**src/rtl/mw_pkg.sv**
```systemverilog
// Shared definitions for the microwave cook timer: state encoding and BCD mm:ss layout.
package mw_pkg;

    localparam int unsigned BCD_W         = 16;
    localparam int unsigned DIGIT_W       = 4;

    localparam int unsigned SEC_UNITS_LSB = 0;
    localparam int unsigned SEC_TENS_LSB  = 4;
    localparam int unsigned MIN_UNITS_LSB = 8;
    localparam int unsigned MIN_TENS_LSB  = 12;

    localparam int unsigned SEC_TENS_MAX  = 5;
    localparam int unsigned DIGIT_MAX     = 9;

    typedef enum logic [1:0] {
        ST_IDLE  = 2'd0,
        ST_ARMED = 2'd1,
        ST_RUN   = 2'd2,
        ST_DONE  = 2'd3
    } state_t;

    // True when a BCD digit does not exceed the given limit.
    function automatic logic digit_ok(input logic [DIGIT_W-1:0] d, input int unsigned lim);
        return d <= DIGIT_W'(lim);
    endfunction

endpackage

```
**src/rtl/bcd_mmss_dec.sv**
```systemverilog
// Combinational BCD mm:ss decrement with borrow, plus a range check on a second value.
module bcd_mmss_dec
    import mw_pkg::*;
(
    input  logic [BCD_W-1:0] i_count,
    input  logic [BCD_W-1:0] i_chk,
    output logic [BCD_W-1:0] o_dec,
    output logic             o_dec_zero,
    output logic             o_chk_valid
);

    logic [DIGIT_W-1:0] w_su;
    logic [DIGIT_W-1:0] w_st;
    logic [DIGIT_W-1:0] w_mu;
    logic [DIGIT_W-1:0] w_mt;
    logic [DIGIT_W-1:0] w_su_n;
    logic [DIGIT_W-1:0] w_st_n;
    logic [DIGIT_W-1:0] w_mu_n;
    logic [DIGIT_W-1:0] w_mt_n;
    logic               w_b_su;
    logic               w_b_st;
    logic               w_b_mu;

    // Ripple the borrow from seconds units up to minutes tens.
    always_comb begin
        w_su   = i_count[SEC_UNITS_LSB +: DIGIT_W];
        w_st   = i_count[SEC_TENS_LSB  +: DIGIT_W];
        w_mu   = i_count[MIN_UNITS_LSB +: DIGIT_W];
        w_mt   = i_count[MIN_TENS_LSB  +: DIGIT_W];

        w_b_su = (w_su == '0);
        w_su_n = w_b_su ? DIGIT_W'(DIGIT_MAX) : (w_su - DIGIT_W'(1));

        w_b_st = w_b_su && (w_st == '0);
        w_st_n = w_st;
        if (w_b_su) begin
            w_st_n = (w_st == '0) ? DIGIT_W'(SEC_TENS_MAX) : (w_st - DIGIT_W'(1));
        end

        w_b_mu = w_b_st && (w_mu == '0);
        w_mu_n = w_mu;
        if (w_b_st) begin
            w_mu_n = (w_mu == '0) ? DIGIT_W'(DIGIT_MAX) : (w_mu - DIGIT_W'(1));
        end

        w_mt_n = w_b_mu ? (w_mt - DIGIT_W'(1)) : w_mt;

        o_dec = '0;
        o_dec[SEC_UNITS_LSB +: DIGIT_W] = w_su_n;
        o_dec[SEC_TENS_LSB  +: DIGIT_W] = w_st_n;
        o_dec[MIN_UNITS_LSB +: DIGIT_W] = w_mu_n;
        o_dec[MIN_TENS_LSB  +: DIGIT_W] = w_mt_n;
        o_dec_zero = (o_dec == '0);
    end

    // A loadable time has every digit <= 9 and seconds tens <= 5.
    always_comb begin
        o_chk_valid = digit_ok(i_chk[SEC_UNITS_LSB +: DIGIT_W], DIGIT_MAX)
                   && digit_ok(i_chk[SEC_TENS_LSB  +: DIGIT_W], SEC_TENS_MAX)
                   && digit_ok(i_chk[MIN_UNITS_LSB +: DIGIT_W], DIGIT_MAX)
                   && digit_ok(i_chk[MIN_TENS_LSB  +: DIGIT_W], DIGIT_MAX);
    end

endmodule

```
**src/rtl/cook_timer.sv**
```systemverilog
// Microwave cook timer: BCD mm:ss countdown, one decrement per second while heating.
module cook_timer
    import mw_pkg::*;
#(
    parameter int unsigned TICKS_PER_SEC = 1000
) (
    input  logic              clk,
    input  logic              resetn,
    input  logic              clearn,
    input  logic              load,
    input  logic [BCD_W-1:0]  load_bcd,
    input  logic              mag_on,
    output logic [BCD_W-1:0]  time_bcd,
    output logic              timer_done,
    output logic              running,
    output logic              sec_tick,
    output logic              load_err
);

    localparam int unsigned        PRESC_W   = (TICKS_PER_SEC > 2) ? $clog2(TICKS_PER_SEC) : 1;
    localparam logic [PRESC_W-1:0] PRESC_MAX = PRESC_W'(TICKS_PER_SEC - 1);

    state_t             r_state;
    logic [BCD_W-1:0]   r_count;
    logic [PRESC_W-1:0] r_presc;
    logic               r_timer_done;
    logic               r_running;
    logic               r_sec_tick;
    logic               r_load_err;

    state_t             w_state_nx;
    logic [BCD_W-1:0]   w_count_nx;
    logic [PRESC_W-1:0] w_presc_nx;
    logic               w_tick;
    logic               w_load_err;
    logic [BCD_W-1:0]   w_dec;
    logic               w_dec_zero;
    logic               w_load_ok;

    bcd_mmss_dec u_dec (
        .i_count     (r_count),
        .i_chk       (load_bcd),
        .o_dec       (w_dec),
        .o_dec_zero  (w_dec_zero),
        .o_chk_valid (w_load_ok)
    );

    // Next state: clear beats load, load (outside RUN) beats magnetron/tick handling.
    always_comb begin
        w_state_nx = r_state;
        w_count_nx = r_count;
        w_presc_nx = r_presc;
        w_tick     = 1'b0;
        w_load_err = 1'b0;

        if (!clearn) begin
            w_state_nx = ST_IDLE;
            w_count_nx = '0;
            w_presc_nx = '0;
        end else if (load && (r_state != ST_RUN)) begin
            if (w_load_ok) begin
                w_count_nx = load_bcd;
                w_presc_nx = '0;
                w_state_nx = (load_bcd == '0) ? ST_IDLE : ST_ARMED;
            end else begin
                w_load_err = 1'b1;
            end
        end else begin
            case (r_state)
                ST_IDLE: begin
                    if (mag_on) begin
                        w_state_nx = ST_DONE;
                    end
                end
                ST_ARMED: begin
                    if (mag_on) begin
                        w_state_nx = ST_RUN;
                    end
                end
                ST_RUN: begin
                    // Pausing freezes the prescaler so partial seconds survive a door open.
                    if (!mag_on) begin
                        w_state_nx = ST_ARMED;
                    end else if (r_presc == PRESC_MAX) begin
                        w_tick     = 1'b1;
                        w_presc_nx = '0;
                        w_count_nx = w_dec;
                        if (w_dec_zero) begin
                            w_state_nx = ST_DONE;
                        end
                    end else begin
                        w_presc_nx = r_presc + PRESC_W'(1);
                    end
                end
                ST_DONE: begin
                end
                default: begin
                    w_state_nx = ST_IDLE;
                end
            endcase
        end
    end

    // State, count, prescaler and registered status outputs.
    always_ff @(posedge clk or negedge resetn) begin
        if (!resetn) begin
            r_state      <= ST_IDLE;
            r_count      <= '0;
            r_presc      <= '0;
            r_timer_done <= 1'b0;
            r_running    <= 1'b0;
            r_sec_tick   <= 1'b0;
            r_load_err   <= 1'b0;
        end else begin
            r_state      <= w_state_nx;
            r_count      <= w_count_nx;
            r_presc      <= w_presc_nx;
            r_timer_done <= (w_state_nx == ST_DONE);
            r_running    <= (w_state_nx == ST_RUN);
            r_sec_tick   <= w_tick;
            r_load_err   <= w_load_err;
        end
    end

    assign time_bcd   = r_count;
    assign timer_done = r_timer_done;
    assign running    = r_running;
    assign sec_tick   = r_sec_tick;
    assign load_err   = r_load_err;

endmodule

```
**config.mk**
```make
export PLATFORM = sky130hd
export DESIGN_NAME = cook_timer
export DESIGN_NICKNAME = d
export VERILOG_FILES = /design/src/rtl/mw_pkg.sv /design/src/rtl/bcd_mmss_dec.sv /design/src/rtl/cook_timer.sv
export SDC_FILE = /design/constraint.sdc
export NUM_CORES = 1
export LEC_CHECK = 0
export BUFFER_PORTS_ARGS = -buffer_cell sky130_fd_sc_hd__buf_2
export CAP_MARGIN = 20
export CELL_PAD_IN_SITES_DETAIL_PLACEMENT = 0
export CELL_PAD_IN_SITES_GLOBAL_PLACEMENT = 1
export CORE_MARGIN = 1
export CORE_UTILIZATION = 37
export DETAILED_ROUTE_END_ITERATION = 7
export MAX_ROUTING_LAYER = met4
export PLACE_DENSITY = 0.86
export SLEW_MARGIN = 10
export SYNTH_ARGS = -nofsm -noshare
export SYNTH_HDL_FRONTEND = slang
export SYNTH_SLANG_ARGS = --single-unit
```
**constraint.sdc**
```tcl
create_clock -name clk -period 1.7 [get_ports clk]
set_input_delay 0.17 -clock clk [delete_from_list [all_inputs] [get_ports clk]]
set_output_delay 0.17 -clock clk [all_outputs]
set_load 0.02 [all_outputs]
```
Yosys cells after proc, flatten, opt, wreduce, memory -nomap -nowiden
Cells that the tools add are included.
W data, S select, Z words.
- bits in registers: 32
- $add $sub $neg: 5
- order comparisons: 4
- equality and inequality tests: 10
- mux-type cells: 36
- reductions and logical operators: 14
- operator list (cell ; count):
    $mux W16 ; 6
    $mux W10 ; 6
    $logic_not A16 Y1 ; 2
    $mux W4 ; 6
    $mux W2 ; 8
    $sub A4 B1 Y4 const B ; 4
    $le A4 B4 Y1 const B ; 3
    $logic_not A4 Y1 ; 3
    $add A10 B1 Y10 const B ; 1
    $eq A10 B10 Y1 const B ; 1
    $mux W1 ; 9
    $ne A3 B1 Y1 const B ; 3
    $eq A2 B2 Y1 const B ; 3
    $logic_and A1 B1 Y1 ; 6
    $pmux W2 S3 ; 1
    $le A4 B3 Y1 const B ; 1
    $reduce_and A4 Y1 ; 1
    $ne A3 B2 Y1 const B ; 1
    $reduce_and A3 Y1 ; 1
    $eq A2 B1 Y1 const B ; 1
    $logic_not A2 Y1 ; 1
    $ne A2 B2 Y1 const B ; 1

Logic depth before layout (Yosys ltp)
Gate-level depths: netlist of the first run.
- word-level depth: 12
- gate-level depth with buffers: 8
- mapped depth without buffers: 6

Hierarchy
From an unflattened synthesis of the first run, not the netlist that was laid out.
- cell total of the unflattened synthesis: 254
- area total of the unflattened synthesis: 2293.4 µm²
- modules (own cells, without submodules) (module ; times used ; cells each ; area each (µm²) ; seq. area each (µm²)):
    cook_timer ; 1 ; 191 ; 1866.8 ; 800.8
    bcd_mmss_dec ; 1 ; 63 ; 426.7 ; 0.0

Worst setup path after synthesis of the first run
No wires, ideal clock.
- kind: reg2reg
- from: register r_count[3], in the netlist time_bcd[3]
- to: register r_count[10], in the netlist time_bcd[10]
- library setup time: 126 ps
- arrival time: 1846 ps
- setup slack: -272 ps
- cell stages (with the launch flop): 7
- clock period less this slack: 1972 ps
- cell sequence: dfrtp_1 -> or4_1 -> buf_6 -> nor2_4 -> nand2_2 -> a32o_1 -> a221o_1
- cells in the longest elaborated chain, start to end: 8
- ends and longest elaborated chain (what ; RTL line ; text):
    start, declared ; cook_timer.sv:24 ; logic [BCD_W-1:0] r_count;
    start signal, assigned ; cook_timer.sv:116 ; r_count <= w_count_nx;
    $logic_not A4 Y1 ; bcd_mmss_dec.sv:31 ; w_b_su = (w_su == '0);
    $logic_and A1 B1 Y1 ; bcd_mmss_dec.sv:34 ; w_b_st = w_b_su && (w_st == '0);
    $mux W4 ; bcd_mmss_dec.sv:42 ; if (w_b_st) begin
    $mux W16 ; cook_timer.sv:84 ; end else if (r_presc == PRESC_MAX) begin
    $mux W16 ; cook_timer.sv:82 ; if (!mag_on) begin
    $mux W16 ; cook_timer.sv:69 ; case (r_state)
    $mux W16 ; cook_timer.sv:60 ; end else if (load && (r_state != ST_RUN)) begin
    $mux W16 ; cook_timer.sv:56 ; if (!clearn) begin
Every way passes these cells. The select of a mux whose other input is x is not followed.
A chain may end at the register's enable or synchronous reset.

Worst setup path in the final report of the first run
- from: register r_count[5], in the netlist time_bcd[5]
- to: register r_timer_done, in the netlist timer_done
- cells in the longest elaborated chain, start to end: 12
- elaborated cells on any way between the ends: 16
- ends and longest elaborated chain (what ; RTL line ; text):
    branches (longest 4 deep; another with $sub A4 B1 Y4) ; -- ;
    $logic_not A16 Y1 * ; bcd_mmss_dec.sv:53 ; o_dec_zero = (o_dec == '0);
    $mux W2 * ; cook_timer.sv:88 ; if (w_dec_zero) begin
    $mux W2 * ; cook_timer.sv:84 ;
    $mux W2 * ; cook_timer.sv:82 ;
    $pmux W2 S3 * ; cook_timer.sv:69 ;
    $mux W2 * ; cook_timer.sv:60 ;
    $mux W2 * ; cook_timer.sv:56 ;
    named net w_state_nx[0] ; cook_timer.sv:31 ; state_t w_state_nx;
    $eq A2 B2 Y1 * ; cook_timer.sv:118 ; r_timer_done <= (w_state_nx == ST_DONE);
    end signal, assigned ; cook_timer.sv:118 ;
    end, declared ; cook_timer.sv:26 ; logic r_timer_done;
Mark *: on every way through the listed nets, which the timed path passes.

==> results of run 1 <==
[report_power, final]
group | switching [mW] | leakage [nW] | internal (mW)
logic | 0.292 | 0.895 | 0.238
clock network | 0.279 | 0.0455 | 0.330
registers | 0.0164 | 0.432 | 0.786
[state kept, by name, indices dropped and copies added, names as in the netlist]
name,flops
running,1
r_state,2
time_bcd,16
load_err,1
r_presc,10
timer_done,1
sec_tick,1
[cells by family after synthesis]
kind of cell               count (synthesis)  synth area share [%]
AOI/OAI and AO/OA                         71                  24.1
xor gates and xnor gates                   1                 0.450
adders and majority gates                  2                  1.29
buffers and inverters                     19                  4.63
DFF                                       32                  41.2
muxes                                      3                  1.54
and+or+nand+nor                           89                  26.9
[cell type report]
type,instances,area share [%]
clock buffers,8,3.10
inverters,9,1.16
multi-input cells,166,42.0
flip-flops and latches,32,27.8
well taps,70,3.01
repair buffers,99,23.0
[metal layers]
metal	track usage [%]	vias to the layer above	wire, µm
li1	-	1012	-
met1	29.8	1006	2580
met2	36.4	65	2920
met3	5.15	14	317
met4	11.7	0	142
met5	-	-	0
[cell usage in the layout (no fill, tap or decap), drive strengths merged, types with 2 or more instances in the layout]
| cell | n |
|---|---|
| nand2 | 14 |
| a31oi | 2 |
| o21ai | 29 |
| buf | 98 |
| a221o | 2 |
| nor2b | 2 |
| a32oi | 2 |
| o22ai | 3 |
| mux2i | 3 |
| inv | 9 |
| o31ai | 3 |
| ha | 2 |
| o211ai | 2 |
| or4 | 4 |
| and3 | 5 |
| a21oi | 12 |
| or3 | 3 |
| clkbuf | 8 |
| nor3 | 10 |
| nor4 | 6 |
| nand3 | 8 |
| nor2 | 22 |
| nand4 | 3 |
| nand3b | 2 |
| dfrtp | 32 |
| a21o | 2 |
| and2 | 4 |
| a221oi | 2 |
[worst min-delay path by stage]
stage / start / endpoint / slack (ns) / cells after the start
after floorplan: resetn / load_err / -0.13 / 0
after global placement: resetn / r_presc[7] / 0.11 / 1
after detailed placement: resetn / r_presc[7] / 0.11 / 1
after CTS: load_bcd[5] / time_bcd[5] / 0.13 / 3
after global routing: load_bcd[0] / time_bcd[0] / 0.15 / 3
final: load_bcd[5] / time_bcd[5] / 0.15 / 3
[what timing repair did]
item | in CTS | in global routing
gates resized for setup | 29 | 13
pin swaps | 12 | 9
hold endpoints to repair | 15 | 0
endpoints found under the setup margin | 21 | 29
hold buffers | 1 | 0
buffers inserted | 3 | 3
[worst register-to-register path, delay by kind of cell (launching register included)]
family,cells,cell delay [ns]
AND/OR/NAND/NOR,3,1.09
AO/OA/AOI/OAI,2,0.39
flip-flops,1,0.41
==> impl_metrics.json, run 1 <==
{
  "status": "complete, but fails checks",
  "violations": "negative setup slack",
  "path_cells": "or4_4, and4bb_2, a31oi_4, o31ai_4, and2_4",
  "synth-edff-count": 0,
  "synthTopCellsByCount": "dfrtp_1 (32), o21ai_1 (28), nor2_1 (20), nand2_1 (13), a21oi_1 (12)",
  "worstPathArrival_ns": 2.18,
  "p_leak_nw": 1.37,
  "first_pass_iters": 4,
  "slew_headroom_pct": 70.8,
  "clock-sinks": 32,
  "wl_per_cell_um": 15.5,
  "std_cell_rows": 26,
  "netlist_instances": 217,
  "htreeDepth": 2,
  "io_pins": 41,
  "async_reset_ff_share_pct": 100,
  "clock_tree.root_cell": "clkbuf_8",
  "antennaDiodeCount": 0,
  "stdcell_count": 384,
  "startpoint_type": "flip-flop",
  "fin_tns_setup_ns": -2.34,
  "register_area_um2": 808,
  "holdWs_ns": 0.145,
  "cp.depth": 5,
  "grt_max_degree": 18,
  "end_kind": "flip-flop",
  "cts_buffers": 5,
  "yosysTopAreaCellShare_pct": 41.2,
  "placed_area_um2": 2610,
  "period_needed_ns": 1.96,
  "hold_viol_final": 0,
  "drtIter0Drc": 105,
  "netlist-cell-type-count": 60,
  "grt-ovfl-total": 0,
  "fillers": 499,
  "fp.coreArea_um2": 5070,
  "antenna_left": 0,
  "synth-main-ff-cell": "dfrtp_1",
  "hpwlAfterDp_um": 4360,
  "ys_seq_area_share_pct": 41.2,
  "drv_slew": 0,
  "min_path_type": "in -> reg",
  "finalNetCount": 336,
  "syn_nets": 240,
  "fp.dieH_um": 74.5,
  "r2r-end": "timer_done",
  "max-vdd-ir-drop_mv": 0.413,
  "wl_um": 5960,
  "grt_pass1_vias": 2019,
  "crit_buf_inv": 0,
  "ys_seq_elements": 32,
  "antenna_found_initial": 0,
  "p_per_area_nw_per_um2": 667,
  "path_class": "reg -> reg",
  "cp.required_ns": 1.93,
  "finalSetupViolations": 19,
  "final_area_um2": 2910,
  "rr_worst_depth": 5,
  "synth_top_cell_by_area": "dfrtp_1",
  "crit_fanout": 4,
  "path_delay_family": "simple AND/OR/NAND/NOR gates",
  "crit_path_end": "timer_done",
  "synth_area_um2": 1950,
  "dp_slack_ns": -0.227,
  "cts_tree": "built",
  "syn_area_per_cell_um2": 8.97,
  "critPathSlowestCell": "or4_4",
  "critPathMaxStageDelay_ns": 0.55,
  "multi_input_area_um2": 1220,
  "worstMarginPinSlew_ns": 0.439,
  "synth.most_common_cell": "dfrtp_1",
  "gp_congestion": 0.895,
  "area.growth.synth_to_final_pct": 49.6,
  "initial_core_util_pct": 38.3,
  "die_x_um": 74.5,
  "dp.cells": 372,
  "critPathLaunch": "time_bcd[5]",
  "drive_gt1_share_pct": 49.0,
  "cts_buffer_depth": 2,
  "clk_pin_slew_ns": 0.07,
  "via_count": 2097,
  "reg2reg_setup_slack_ns": -0.26,
  "post-route-period-util_pct": 115,
  "fin_util_pct": 57.3,
  "ys_warn_count": 0,
  "drc": 0,
  "power_mw": 1.94,
  "fin_skew_ns": 0.00591,
  "grt_pass1_wl_um": 9570,
  "dieArea_um2": 5550,
  "cap_violations": 0,
  "synth.top_cells.by_area": "dfrtp_1 (41%), o21ai_1 (7.2%), nor2_1 (3.9%)",
  "fmax_mhz": 511,
  "viasPerCell": 5.46,
  "grt_setup_unrepaired": "true",
  "insertion_delay_ns": 0.29,
  "grtUsageTotal_pct": 23.9,
  "fin_ws_ns": -0.255,
  "r2r_start": "time_bcd[5]",
  "io_buffers": 40
}
(Power assumes the default switching activity.)
==> run 2, diff against run 1 <==
==> constraint.sdc (replaced) <==
create_clock -name clk -period 1.7 [get_ports clk]
set_input_delay 0 -clock clk [delete_from_list [all_inputs] [get_ports clk]]
set_output_delay 0 -clock clk [all_outputs]
set_load 0.02 [all_outputs]
==> run 2 against run 1 <==
Compared with the run above:
- the run still ends with negative setup slack left
- final cell count grew 0.52%
- sequential power about the same
- final area unchanged
- global-route usage shrank 0.076 points
- worst setup slack gained 0.035 ns
- critical endpoint is now time_bcd[13]
- critical path type unchanged
- largest cell class unchanged
- combinational power grew 2%
==> impl_metrics.json, run 2 (synthesized netlist as in run 1, its figures left out) <==
{
  "status": "complete, but fails checks",
  "violations": "negative setup slack",
  "end_kind": "flip-flop",
  "final_area_um2": 2910,
  "area.growth.synth_to_final_pct": 49.6,
  "initial_core_util_pct": 38.3,
  "dieArea_um2": 5550,
  "worstPathArrival_ns": 2.09,
  "fin_skew_ns": 0.00693,
  "cts_buffers": 5,
  "placed_area_um2": 2580,
  "final_common_cell": "buf_4",
  "drv_slew": 0,
  "fin_tns_setup_ns": -2.76,
  "post-route-period-util_pct": 113,
  "r2r-end": "time_bcd[13]",
  "gp_congestion": 0.912,
  "critPathSlowestCell": "nor4b_4",
  "io_buffers": 40,
  "first_pass_iters": 4,
  "die_x_um": 74.5,
  "io_pins": 41,
  "path_class": "reg -> reg",
  "worstHoldEndpoint": "time_bcd[8]",
  "mostFrequentLayoutCells": "buf_4 (50), buf_2 (40), dfrtp_1 (26)",
  "hold_viol_final": 0,
  "grtUsageTotal_pct": 23.8,
  "slew_headroom_pct": 49.9,
  "hpwlAfterDp_um": 4280,
  "power_mw": 1.94,
  "finalNetCount": 338,
  "fp.coreArea_um2": 5070,
  "reg2reg_setup_slack_ns": -0.22,
  "wl_um": 5960,
  "fmax_mhz": 521,
  "fp.dieH_um": 74.5,
  "min_path_type": "in -> reg",
  "grt-ovfl-total": 0,
  "cap_violations": 0,
  "drc": 0,
  "holdPathStages": 3,
  "rr_worst_depth": 7,
  "worstMarginPinSlew_ns": 0.752,
  "path_cells": "ha_2, nand4_1, nor4b_4, buf_4, a221oi_4, o21bai_4, a221o_1",
  "register_area_um2": 808,
  "r2r_start": "r_presc[0]",
  "wl_per_cell_um": 15.5,
  "dp_slack_ns": -0.227,
  "viasPerCell": 5.39,
  "htreeDepth": 2,
  "cp.required_ns": 1.87,
  "clk_pin_slew_ns": 0.07,
  "finalSetupViolations": 19,
  "dp.cells": 368,
  "fillers": 483,
  "p_per_area_nw_per_um2": 667,
  "grt_setup_unrepaired": "true",
  "via_count": 2079,
  "grt_pass1_wl_um": 9590,
  "cts_tree": "built",
  "antenna_found_initial": 0,
  "multi_input_area_um2": 1200,
  "period_needed_ns": 1.92,
  "antenna_left": 0,
  "fin_util_pct": 57.3,
  "cts_buffer_depth": 2,
  "drive_gt1_share_pct": 45.9,
  "std_cell_rows": 26,
  "antennaDiodeCount": 0,
  "grt_max_degree": 33,
  "clock_tree.root_cell": "clkbuf_8",
  "crit_fanout": 6,
  "insertion_delay_ns": 0.28,
  "grt_pass1_vias": 2000,
  "drtIter0Drc": 96,
  "holdWs_ns": 0.0494,
  "clock-sinks": 32,
  "max-vdd-ir-drop_mv": 0.448,
  "stdcell_count": 386,
  "startpoint_type": "flip-flop",
  "largest_register_ffs": 16,
  "p_leak_nw": 1.38,
  "fin_ws_ns": -0.221,
  "critPathMaxStageDelay_ns": 0.39,
  "hp-start": "load_bcd[8]"
}
[run 2: cell count changes in the layout (fill, tap and decap cells not counted), sizes merged]
cell and delta:
buf -2, dlygate4sd3 +4
[run 2: layer usage]
layer  vias up  track usage [%]  share of wire, %
met3        12             4.88               4.1
met5         -                -                 0
li1       1014                -                 -
met1       997             29.6                44
met4         0             7.55               1.9
met2        56             38.6                50
[run 2: repair_timing]
action	4_1_cts	5_1_grt
setup buffers	3	2
endpoints found under the hold margin	36	0
pin swaps	18	5
hold buffers	5	0
gates resized for setup	24	9
endpoints found under the setup margin	22	27
[run 2: critical path, delay by kind of cell, from the launching register on]
| kind | cells | cell delay (ns) |
|---|---|---|
| adders and majority gates | 1 | 0.18 |
| DFF | 1 | 0.36 |
| AOI/OAI and AO/OA | 3 | 0.58 |
| buffers and inverters | 1 | 0.18 |
| and+or+nand+nor | 2 | 0.51 |
[run 2: worst max path at each step]
stage | cells after the start | to | startpoint
after global routing | 7 | time_bcd[10] | r_presc[0]
after floorplan | 6 | time_bcd[10] | time_bcd[2]
final | 7 | time_bcd[13] | r_presc[0]
after CTS | 5 | timer_done | time_bcd[4]
after detailed placement | 5 | timer_done | time_bcd[7]
after global placement | 5 | timer_done | time_bcd[7]
[run 2: power breakdown]
part / leakage, nW / internal [mW] / total (mW) / switching (mW)
sequential: 0.432 / 0.786 / 0.803 / 0.0173
combinational: 0.905 / 0.245 / 0.539 / 0.294
clock: 0.0455 / 0.330 / 0.600 / 0.270
total: 1.38 / 1.36 / 1.94 / 0.582
[run 2: layout make-up]
class,count,share of cell area [%]
inverters,9,1.16
repair buffers,101,23.8
well taps,70,3.01
multi-input cells,166,41.1
clock buffers,8,3.10
flip-flops and latches,32,27.8
